**src/rtl/mem_bist_pkg.sv**
```systemverilog
// Shared types and helpers for the memory BIST controller: pattern modes,
// FSM states and the Galois LFSR tap table.
package mem_bist_pkg;

   typedef enum logic [1:0] {
      CLEAR   = 2'b00,
      ADDR    = 2'b01,
      RAND    = 2'b10,
      CHECKER = 2'b11
   } mode_e;

   typedef enum logic [2:0] {
      IDLE  = 3'd0,
      WRITE = 3'd1,
      READ  = 3'd2,
      DRAIN = 3'd3,
      DONE  = 3'd4
   } state_e;

   // Right-shifting Galois masks for maximal-length sequences; widths outside
   // the table fall back to a short but non-degenerate polynomial.
   function automatic logic [31:0] lfsr_taps(input int unsigned w);
      logic [31:0] t;
      case (w)
         2:       t = 32'h0000_0003;
         3:       t = 32'h0000_0006;
         4:       t = 32'h0000_000C;
         5:       t = 32'h0000_0014;
         6:       t = 32'h0000_0030;
         7:       t = 32'h0000_0060;
         8:       t = 32'h0000_00B8;
         9:       t = 32'h0000_0110;
         10:      t = 32'h0000_0240;
         11:      t = 32'h0000_0500;
         12:      t = 32'h0000_0E08;
         13:      t = 32'h0000_1C80;
         14:      t = 32'h0000_3802;
         15:      t = 32'h0000_6000;
         16:      t = 32'h0000_D008;
         17:      t = 32'h0001_2000;
         18:      t = 32'h0002_0400;
         19:      t = 32'h0007_2000;
         20:      t = 32'h0009_0000;
         21:      t = 32'h0014_0000;
         22:      t = 32'h0030_0000;
         23:      t = 32'h0042_0000;
         24:      t = 32'h00E1_0000;
         default: t = (32'h1 << (w - 1)) | 32'h1;
      endcase
      return t;
   endfunction

endpackage

```
**src/rtl/mem_bist_if.sv**
```systemverilog
// Control/status and memory-port bundle for one BIST controller; the master
// side is the controller, the slave side is the test logic plus the memory.
interface mem_bist_if #(
   parameter int AW  = 5,
   parameter int DW  = 8,
   parameter int ECW = 8
);

   logic           start;
   logic [1:0]     mode;
   logic [DW-1:0]  seed;
   logic           busy;
   logic           done;
   logic           pass;
   logic [ECW-1:0] err_count;
   logic [AW-1:0]  first_err_addr;
   logic           mem_write;
   logic           mem_read;
   logic [AW-1:0]  mem_addr;
   logic [DW-1:0]  mem_data_in;
   logic [DW-1:0]  mem_data_out;

   modport master (
      input  start, mode, seed, mem_data_out,
      output busy, done, pass, err_count, first_err_addr,
             mem_write, mem_read, mem_addr, mem_data_in
   );

   modport slave (
      output start, mode, seed, mem_data_out,
      input  busy, done, pass, err_count, first_err_addr,
             mem_write, mem_read, mem_addr, mem_data_in
   );

endinterface

```
**src/rtl/mem_bist_lfsr.sv**
```systemverilog
// Galois LFSR used for the random pattern; load has priority over step.
module mem_bist_lfsr
   import mem_bist_pkg::*;
#(
   parameter int DW = 8
) (
   input  logic          clk,
   input  logic          rst,
   input  logic          load,
   input  logic [DW-1:0] seed,
   input  logic          step,
   output logic [DW-1:0] q
);

   localparam logic [DW-1:0] TAPS = DW'(lfsr_taps(DW));

   // Reset to a non-zero state so a step without a prior load never locks up.
   always_ff @(posedge clk or posedge rst) begin
      if (rst) begin
         q <= DW'(1);
      end else if (load) begin
         q <= seed;
      end else if (step) begin
         q <= q[0] ? ((q >> 1) ^ TAPS) : (q >> 1);
      end
   end

endmodule

```
**src/rtl/mem_bist_ctrl.sv**
```systemverilog
// Memory BIST controller: write-all pass, pipelined read/compare pass, then a
// done pulse with pass flag, saturating error count and first failing address.
module mem_bist_ctrl
   import mem_bist_pkg::*;
#(
   parameter int AW     = 5,
   parameter int DW     = 8,
   parameter int RD_LAT = 1,
   parameter int ECW    = 8
) (
   input logic        clk,
   input logic        rst,
   mem_bist_if.master bus
);

   localparam logic [AW-1:0] LAST_ADDR = '1;
   localparam logic [DW-1:0] TAPS      = DW'(lfsr_taps(DW));

   state_e         state;
   mode_e          mode_q;
   logic [DW-1:0]  seed_q;
   logic [DW-1:0]  exp_q;
   logic [2:0]     drain_cnt;

   logic           start_ok;
   logic           at_last;
   logic [AW-1:0]  addr_inc;
   logic [DW-1:0]  seed_in_fix;
   logic [DW-1:0]  rnd_next;

   logic           lfsr_load;
   logic           lfsr_step;
   logic [DW-1:0]  lfsr_seed;
   logic [DW-1:0]  lfsr_q;

   logic           pipe_v [RD_LAT];
   logic [DW-1:0]  pipe_e [RD_LAT];
   logic [AW-1:0]  pipe_a [RD_LAT];
   logic           mismatch;

   function automatic logic [DW-1:0] pattern(input mode_e m,
                                             input logic [AW-1:0] a,
                                             input logic [DW-1:0] rnd);
      logic [DW-1:0] r;
      r = '0;
      case (m)
         CLEAR:   r = '0;
         ADDR:    r = DW'(a);
         RAND:    r = rnd;
         CHECKER: begin
            for (int i = 0; i < DW; i++) begin
               r[i] = (i < (DW / 2) * 2) && ((i % 2) == 1);
            end
            if (a[0]) begin
               r = ~r;
            end
         end
         default: r = '0;
      endcase
      return r;
   endfunction

   assign start_ok    = (state == IDLE) && bus.start;
   assign at_last     = (bus.mem_addr == LAST_ADDR);
   assign addr_inc    = bus.mem_addr + AW'(1);
   assign seed_in_fix = (bus.seed == '0) ? DW'(1) : bus.seed;

   // The LFSR holds the value for the location currently on the bus, so the
   // registered data/expected value for the next location is one step ahead.
   assign rnd_next = lfsr_q[0] ? ((lfsr_q >> 1) ^ TAPS) : (lfsr_q >> 1);

   always_comb begin
      lfsr_load = 1'b0;
      lfsr_step = 1'b0;
      lfsr_seed = seed_q;
      case (state)
         IDLE: begin
            if (bus.start) begin
               lfsr_load = 1'b1;
               lfsr_seed = seed_in_fix;
            end
         end
         WRITE: begin
            if (at_last) begin
               lfsr_load = 1'b1;
            end else begin
               lfsr_step = 1'b1;
            end
         end
         READ: begin
            lfsr_step = !at_last;
         end
         default: begin
            lfsr_load = 1'b0;
         end
      endcase
   end

   mem_bist_lfsr #(
      .DW(DW)
   ) u_lfsr (
      .clk  (clk),
      .rst  (rst),
      .load (lfsr_load),
      .seed (lfsr_seed),
      .step (lfsr_step),
      .q    (lfsr_q)
   );

   // Sequencer: every memory strobe, address and data word is registered here.
   always_ff @(posedge clk or posedge rst) begin
      if (rst) begin
         state           <= IDLE;
         mode_q          <= CLEAR;
         seed_q          <= '0;
         exp_q           <= '0;
         drain_cnt       <= '0;
         bus.busy        <= 1'b0;
         bus.done        <= 1'b0;
         bus.pass        <= 1'b0;
         bus.mem_write   <= 1'b0;
         bus.mem_read    <= 1'b0;
         bus.mem_addr    <= '0;
         bus.mem_data_in <= '0;
      end else begin
         bus.done <= 1'b0;
         case (state)
            IDLE: begin
               if (bus.start) begin
                  state           <= WRITE;
                  mode_q          <= mode_e'(bus.mode);
                  seed_q          <= seed_in_fix;
                  bus.busy        <= 1'b1;
                  bus.pass        <= 1'b0;
                  bus.mem_write   <= 1'b1;
                  bus.mem_addr    <= '0;
                  bus.mem_data_in <= pattern(mode_e'(bus.mode), '0, seed_in_fix);
               end
            end
            WRITE: begin
               if (at_last) begin
                  state           <= READ;
                  bus.mem_write   <= 1'b0;
                  bus.mem_data_in <= '0;
                  bus.mem_read    <= 1'b1;
                  bus.mem_addr    <= '0;
                  exp_q           <= pattern(mode_q, '0, seed_q);
               end else begin
                  bus.mem_addr    <= addr_inc;
                  bus.mem_data_in <= pattern(mode_q, addr_inc, rnd_next);
               end
            end
            READ: begin
               if (at_last) begin
                  state        <= DRAIN;
                  bus.mem_read <= 1'b0;
                  bus.mem_addr <= '0;
                  exp_q        <= '0;
                  drain_cnt    <= '0;
               end else begin
                  bus.mem_addr <= addr_inc;
                  exp_q        <= pattern(mode_q, addr_inc, rnd_next);
               end
            end
            DRAIN: begin
               if (drain_cnt == 3'(RD_LAT - 1)) begin
                  state <= DONE;
               end else begin
                  drain_cnt <= drain_cnt + 3'd1;
               end
            end
            DONE: begin
               state    <= IDLE;
               bus.busy <= 1'b0;
               bus.done <= 1'b1;
               bus.pass <= (bus.err_count == '0);
            end
            default: begin
               state <= IDLE;
            end
         endcase
      end
   end

   // Each read's expected word travels with its strobe; the tail lines up
   // with the cycle in which the memory presents that read's data.
   always_ff @(posedge clk or posedge rst) begin
      if (rst) begin
         for (int i = 0; i < RD_LAT; i++) begin
            pipe_v[i] <= 1'b0;
            pipe_e[i] <= '0;
            pipe_a[i] <= '0;
         end
      end else begin
         pipe_v[0] <= bus.mem_read;
         pipe_e[0] <= exp_q;
         pipe_a[0] <= bus.mem_addr;
         for (int i = 1; i < RD_LAT; i++) begin
            pipe_v[i] <= pipe_v[i-1];
            pipe_e[i] <= pipe_e[i-1];
            pipe_a[i] <= pipe_a[i-1];
         end
      end
   end

   assign mismatch = pipe_v[RD_LAT-1] && (bus.mem_data_out != pipe_e[RD_LAT-1]);

   // A zero error count doubles as the "no mismatch seen yet" flag, since the
   // counter saturates instead of wrapping back to zero.
   always_ff @(posedge clk or posedge rst) begin
      if (rst) begin
         bus.err_count      <= '0;
         bus.first_err_addr <= '0;
      end else if (start_ok) begin
         bus.err_count      <= '0;
         bus.first_err_addr <= '0;
      end else if (mismatch) begin
         if (bus.err_count != '1) begin
            bus.err_count <= bus.err_count + ECW'(1);
         end
         if (bus.err_count == '0) begin
            bus.first_err_addr <= pipe_a[RD_LAT-1];
         end
      end
   end

endmodule

```
**src/flat_wrapper.sv**
```systemverilog
// flat-port wrapper written by rule: the top's interface ports become plain ports
module mem_bist_ctrl_flat import mem_bist_pkg::*;
#(
   parameter int AW     = 5,
   parameter int DW     = 8,
   parameter int RD_LAT = 1,
   parameter int ECW    = 8
)
  (clk, rst, bus_start, bus_mode, bus_seed, bus_mem_data_out, bus_busy, bus_done, bus_pass, bus_err_count, bus_first_err_addr, bus_mem_write, bus_mem_read, bus_mem_addr, bus_mem_data_in);
  mem_bist_if #(.AW(AW), .DW(DW), .ECW(ECW)) bus_i ();
  input logic clk;
  input logic rst;
  input wire logic [$bits(bus_i.start)-1:0] bus_start;
  input wire logic [$bits(bus_i.mode)-1:0] bus_mode;
  input wire logic [$bits(bus_i.seed)-1:0] bus_seed;
  input wire logic [$bits(bus_i.mem_data_out)-1:0] bus_mem_data_out;
  output wire logic [$bits(bus_i.busy)-1:0] bus_busy;
  output wire logic [$bits(bus_i.done)-1:0] bus_done;
  output wire logic [$bits(bus_i.pass)-1:0] bus_pass;
  output wire logic [$bits(bus_i.err_count)-1:0] bus_err_count;
  output wire logic [$bits(bus_i.first_err_addr)-1:0] bus_first_err_addr;
  output wire logic [$bits(bus_i.mem_write)-1:0] bus_mem_write;
  output wire logic [$bits(bus_i.mem_read)-1:0] bus_mem_read;
  output wire logic [$bits(bus_i.mem_addr)-1:0] bus_mem_addr;
  output wire logic [$bits(bus_i.mem_data_in)-1:0] bus_mem_data_in;
  assign bus_i.start = bus_start;
  assign bus_i.mode = bus_mode;
  assign bus_i.seed = bus_seed;
  assign bus_i.mem_data_out = bus_mem_data_out;
  assign bus_busy = bus_i.busy;
  assign bus_done = bus_i.done;
  assign bus_pass = bus_i.pass;
  assign bus_err_count = bus_i.err_count;
  assign bus_first_err_addr = bus_i.first_err_addr;
  assign bus_mem_write = bus_i.mem_write;
  assign bus_mem_read = bus_i.mem_read;
  assign bus_mem_addr = bus_i.mem_addr;
  assign bus_mem_data_in = bus_i.mem_data_in;
  mem_bist_ctrl #(.AW(AW), .DW(DW), .RD_LAT(RD_LAT), .ECW(ECW)) u_core (.clk(clk), .rst(rst), .bus(bus_i));
endmodule
```
**config.mk**
```make
export PLATFORM = sky130hd
export DESIGN_NAME = mem_bist_ctrl_flat
export DESIGN_NICKNAME = d
export VERILOG_FILES = /design/src/rtl/mem_bist_pkg.sv /design/src/rtl/mem_bist_if.sv /design/src/rtl/mem_bist_lfsr.sv /design/src/rtl/mem_bist_ctrl.sv /design/src/flat_wrapper.sv
export SDC_FILE = /design/constraint.sdc
export NUM_CORES = 1
export LEC_CHECK = 0
export CORE_MARGIN = 2
export CORE_UTILIZATION = 35
export CTS_BUF_LIST = sky130_fd_sc_hd__clkbuf_4 sky130_fd_sc_hd__clkbuf_8
export DETAILED_ROUTE_END_ITERATION = 7
export GPL_ROUTABILITY_DRIVEN = 0
export PLACE_DENSITY = 0.61
export SLEW_MARGIN = 10
export SYNTH_ARGS = -nofsm -noshare
export SYNTH_HDL_FRONTEND = slang
export SYNTH_HIERARCHICAL = 1
export SYNTH_SLANG_ARGS = --single-unit
```
**constraint.sdc**
```tcl
create_clock -name clk -period 7.2 [get_ports clk]
set_input_delay 2.16 -clock clk [delete_from_list [all_inputs] [get_ports clk]]
set_output_delay 2.16 -clock clk [all_outputs]
set_load 0.1 [all_outputs]
```
# After elaboration in Yosys (flattened, before gate mapping)
# Index checks and enable logic that the tools add are counted.
[totals]
input_bits = 21
regBits = 77
output_inout_bits = 31
elab_cells = 118
[op_classes]
reduce_logical = 32
mux = 46
addsub = 3
eq_ne = 18
bitwise = 1
[op_table]
columns = ["operator", "n"]
rows = [
  ["$mux W8", 13],
  ["$pmux W8 S3", 2],
  ["$pmux W8 S2", 2],
  ["$pmux W8 S4", 1],
  ["$mux W5", 5],
  ["$mux W3", 6],
  ["$reduce_bool A2 Y1", 9],
  ["$logic_not A8 Y1", 2],
  ["$reduce_and A2 Y1", 7],
  ["$pmux W1 S2", 6],
  ["$pmux W3 S4", 1],
  ["$pmux W5 S2", 1],
  ["$reduce_and A3 Y1", 3],
  ["$add A8 B1 Y8 const B", 1],
  ["$eq A2 B2 Y1 const B", 4],
  ["$mux W1", 8],
  ["$ne A8 B8 Y1", 1],
  ["$ne A8 B8 Y1 const B", 1],
  ["$eq A3 B2 Y1 const B", 2],
  ["$logic_not A3 Y1", 2],
  ["$ne A2 B1 Y1 const B", 3],
  ["$pmux W3 S2", 1],
  ["$reduce_or A2 Y1", 3],
  ["$add A5 B1 Y5 const B", 1],
  ["other kinds (11)", 15],
]

# Depth between registers and ports, before layout
[depth]
word_depth = 5
mapped_depth = 10
ltp_nobuf = 8

# Cells and area by module
# Netlist, hierarchy kept.
[modules_own_cells]
columns = ["module", "cells_per_inst", "n_inst", "area_per_inst_um2"]
rows = [
  ["mem_bist_ctrl", 328, 1, 3284.4],
  ["mem_bist_lfsr", 40, 1, 412.9],
]

# Least setup slack after synthesis
# Ideal clock, no wire load.
[synth_timing]
path_kind = "in2reg"
start = "in bus_mem_data_out[6]"
end = "reg u_core.bus.err_count[6]"
arrival_time_ns = 3.240
setup_slack_ns = 3.873
cell_stages = 6
setup_time_ns = 0.087
path_cell_list = "xor2_1 -> nor4_2 -> and2_4 -> buf_6 -> nor3_1 -> a211oi_2"
[synth_via]
elab_chain_cells = 4
[synth_rtl]
columns = ["element", "line", "text"]
rows = [
  ["start: declaration", "flat_wrapper.sv:16", "input wire logic [$bits(bus_i.mem_data_out)-1:0] bus_mem_data_out;"],
  ["$ne A8 B8 Y1", "mem_bist_ctrl.sv:206", "assign mismatch = pipe_v[RD_LAT-1] && (bus.mem_data_out != pipe_e[RD_LAT-1]);"],
  ["$logic_and A1 B1 Y1", "mem_bist_ctrl.sv:206", ""],
  ["$reduce_bool A2 Y1 (no line)", "n/a", ""],
  ["$reduce_and A2 Y1 (no line)", "n/a", ""],
  ["end signal: assignment", "mem_bist_ctrl.sv:219", "bus.err_count <= bus.err_count + ECW'(1);"],
  ["end: declaration", "mem_bist_if.sv:25", "output busy, done, pass, err_count, first_err_addr,"],
]
# Every way passes these cells.
# A chain may end at the register's enable or synchronous reset.

# Final worst setup path
[layout_timing]
start = "reg u_core/bus.mem_addr[0] (netlist bit)"
end = "out bus_mem_addr[0]"
[layout_lines]
columns = ["element", "line", "text"]
rows = [
  ["start: declaration", "mem_bist_if.sv:26", "mem_write, mem_read, mem_addr, mem_data_in"],
  ["start signal: assignment", "mem_bist_ctrl.sv:149", "bus.mem_addr <= addr_inc;"],
  ["start signal: assignment", "mem_bist_ctrl.sv:161", "bus.mem_addr <= addr_inc;"],
  ["end: declaration", "flat_wrapper.sv:24", "output wire logic [$bits(bus_i.mem_addr)-1:0] bus_mem_addr;"],
]
# No word-level cell between the ends.

==> metrics.md <==
| Metric | Value |
|---|---|
| Layout Nets | 446 |
| Startpoint Class | flip-flop |
| Slew headroom | 34.6% |
| Setup Viol. Count Final | 0 |
| Post-route ant nets | 0 |
| Max-slew violations | 0 |
| Syn avg cell area | 10.0 µm² |
| Slew @ Worst Pin | 0.977 ns |
| Worst endpoint required time | 5.04 ns |
| Status | finished, final reports clean |
| Fin util | 43.8% |
| Crit path arrival time | 2.04 ns |
| Cell Pwr Density | 447 nW/µm² |
| RSZ-0062 raised after global routing | false |
| Sw Share | 50.5% |
| Hold Path Cell Cnt | 0 |
| First-pass GRT wire length | 14.7 mm |
| Final Non-Filler Cells | 560 |
| Std-Cell Core Area | 10300 µm² |
| Crit Path Category | flip-flop to output pin |
| Initial antenna violation count | 0 |
| CP Buf/Inv Count | 1 |
| Vias | 2847 |
| Post-CTS setup buffers | 0 |
| Syn Nets | 395 |
| Combinational share of power | 49.1% |
| Drt first pass iters | 4 |
| CP cell instances | clkdlybuf4s50_1 |
| Vias in the first global route | 2914 |
| Layout overhead on the synthesized area | 21.8% |
| Row count | 37 |
| Worst R2R End | u_core/u_lfsr/q[4]$_DFFE_PP0P_ |
| CTS root buf | clkbuf_8 |
| Main area contributors after synthesis | dfrtp_1 51%, nand2_1 7.3%, mux2i_1 3.0% |
| Clk_skew | 0.0119 ns |
| Worst-path fanout max | 9 |
| Global route overflow | 0 |
| MaxCap Viol Count | 0 |
| CTS tree | built |
| Power Internal | 0.998 mW |
| Worst r2r src | u_core/bus.mem_addr[0]$_DFFE_PP0P_ |
| Final setup TNS | 0 ns |
| Largest net degree at the start of global routing | 70 |
| P_sw | 1.02 mW |
| Mapped Cells | 368 |
| FF-to-FF setup slack | 4.43 ns |
| Sequential-to-total area share from yosys stat | 52.1% |
| Sequential share of power | 36.0% |
| Final hold violation count | 0 |
| Critical path origin | u_core/bus.mem_addr[0]$_DFFE_PP0P_ |
| CP top delay family | buffers and inverters |
| Most frequent cells in the layout | 76 x dfrtp_1, 72 x nand2_1, 51 x clkdlybuf4s50_1 |
| Worst Hold Path EP | u_core/pipe_e[0]$_DFF_PP0_ |
| Post-CTS Resized | 0 |
| Leakage | 2.00 nW |
| Asr flop ratio synth | 100% |
| Clock share of power | 14.9% |
| Routed len/inst | 15.8 µm |
| EDFF count, synth | 0 |
| IR drop worst, VDD | 0.213 mV |
| Reg2Reg Depth | 8 |
| Initial Util | 36.0% |
| Yosys warns | 6 |
| Tightest hold margin | 0.386 ns |
| Worst-case clock buffer depth | 2 |
| CP max stage cell | clkdlybuf4s50_1 |
| Synth area leader | dfrtp_1 |
| Crit share post-route | 58.4% |
| H-tree depth | 3 |
| Initial DRC count | 204 |
| CP Capture Type | output pin |
| Clock latency on the worst-skew pair | 0.35 ns |
| DIE HEIGHT | 107 µm |
| Commonest non-fill, non-tap cell in the layout | dfrtp_1 |
| Hold_sp | u_core/exp_q[0]$_DFFE_PP0P_ |
| Io pins | 52 |
| Vias per inst | 5.08 |
| Sink Count | 77 |
| Post-Route WL | 8.83 mm |
| Layout cells sized above 1 | 8.96% |
| Power consumption | 2.01 mW |
| Worst-path clk slew | 0.09 ns |
| Die Area | 11400 µm² |
| HPWL after DPL | 6.46 mm |
| Die X | 107 µm |
| Fillers | 1010 |
| Synthesized area | 3700 µm² |
| Primary FF master, synth | dfrtp_1 |
| Yosys reg bits | 77 |
| Worst hold path type | flip-flop to flip-flop |
| Drt drc | 0 |
| Synth unique cells | 55 |
| Final min period | 4.20 ns |
| Placed insts | 544 |
| Top cell type's share of synthesized area | 51.4% |
| F_max | 0.238 GHz |
| Hold buffers post-CTS | 0 |
| All-Layer GR Usage | 16.5% |
| Num CTS Buffers | 9 |
| Port bufs | 51 |
| CP max stage delay | 1.20 ns |
| Diodes inserted | 0 |
[routing by layer]
layer | vias to the layer above | GRT usage [%] | wire, µm
li1 | 1386 | - | -
met1 | 1375 | 22.1 | 4000
met2 | 77 | 26.7 | 4290
met3 | 9 | 3.22 | 431
met4 | 0 | 5.57 | 100
met5 | - | 0 | 0
[through the flow]
step,worst slack (ns),cell area [µm²]
after detailed placement,2.84,4320
after CTS,2.96,4500
after global routing,2.92,4500
after global placement,2.89,4320
after floorplan,3.30,3700
final,3.00,4500
[sequential cells by signal (all words and copies together) (netlist names), 8 cells and up]
signal / cells
u_core/bus.mem_data_in: 8
u_core/u_lfsr/q: 8
u_core/bus.err_count: 8
u_core/exp_q: 8
u_core/seed_q: 8
u_core/pipe_e: 8
[worst max path at each step]
stage | to | slack [ns] | cells after the start
3_3_place_gp | u_core/bus.mem_data_in[6]$_DFFE_PP0P_ | 2.89 | 6
4_1_cts | bus_mem_addr[0] | 2.96 | 1
3_5_place_dp | u_core/u_lfsr/q[4]$_DFFE_PP0P_ | 2.84 | 5
2_1_floorplan | u_core/bus.busy$_DFFE_PP0P_ | 3.30 | 1
6_report | bus_mem_addr[0] | 3.00 | 1
5_1_grt | bus_mem_addr[0] | 2.92 | 1
[power groups by stage]
stage | combinational (mW) | clock [mW] | sequential (mW)
after CTS | 0.992 | 0.311 | 0.724
after detailed placement | 0.990 | 0 | 0.732
after global routing | 1.05 | 0.331 | 0.746
after floorplan | 0.401 | 0 | 1.06
after global placement | 0.980 | 0 | 0.730
final | 0.989 | 0.301 | 0.724
[cell families (layout without fill, tap and decap cells)]
kind of cell / count (synthesis) / after routing / synth area share, %
xor+xnor: 17 / 17 / 4.03
fa+ha+maj: 6 / 6 / 2.03
flops: 77 / 77 / 52.1
compound gates: 74 / 74 / 12.9
mux: 12 / 12 / 3.28
buf+inv: 24 / 80 / 3.05
simple gates: 158 / 158 / 22.5
[synthesized netlist by cell type (6+ instances only)]
master / n
a21oi_1: 19
a22oi_1: 6
dfrtp_1: 76
ha_1: 6
inv_1: 10
mux2i_1: 11
nand2_1: 72
nand3_1: 7
nor2_1: 27
o21ai_0: 16
o21ai_1: 8
o221ai_1: 6
or3_1: 6
xnor2_1: 6
xor2_1: 11
[layout make-up]
type	instances	area [µm²]	area share (%)
sequential	77	1930	42.8
clock buffer	9	124	2.75
multi-input combinational	267	1660	36.8
inverter	11	41.3	0.917
tap	136	170	3.78
timing repair buffer	53	526	11.7
clock inverter	7	58.8	1.31
No activity file was read; power rests on OpenSTA's default activity.
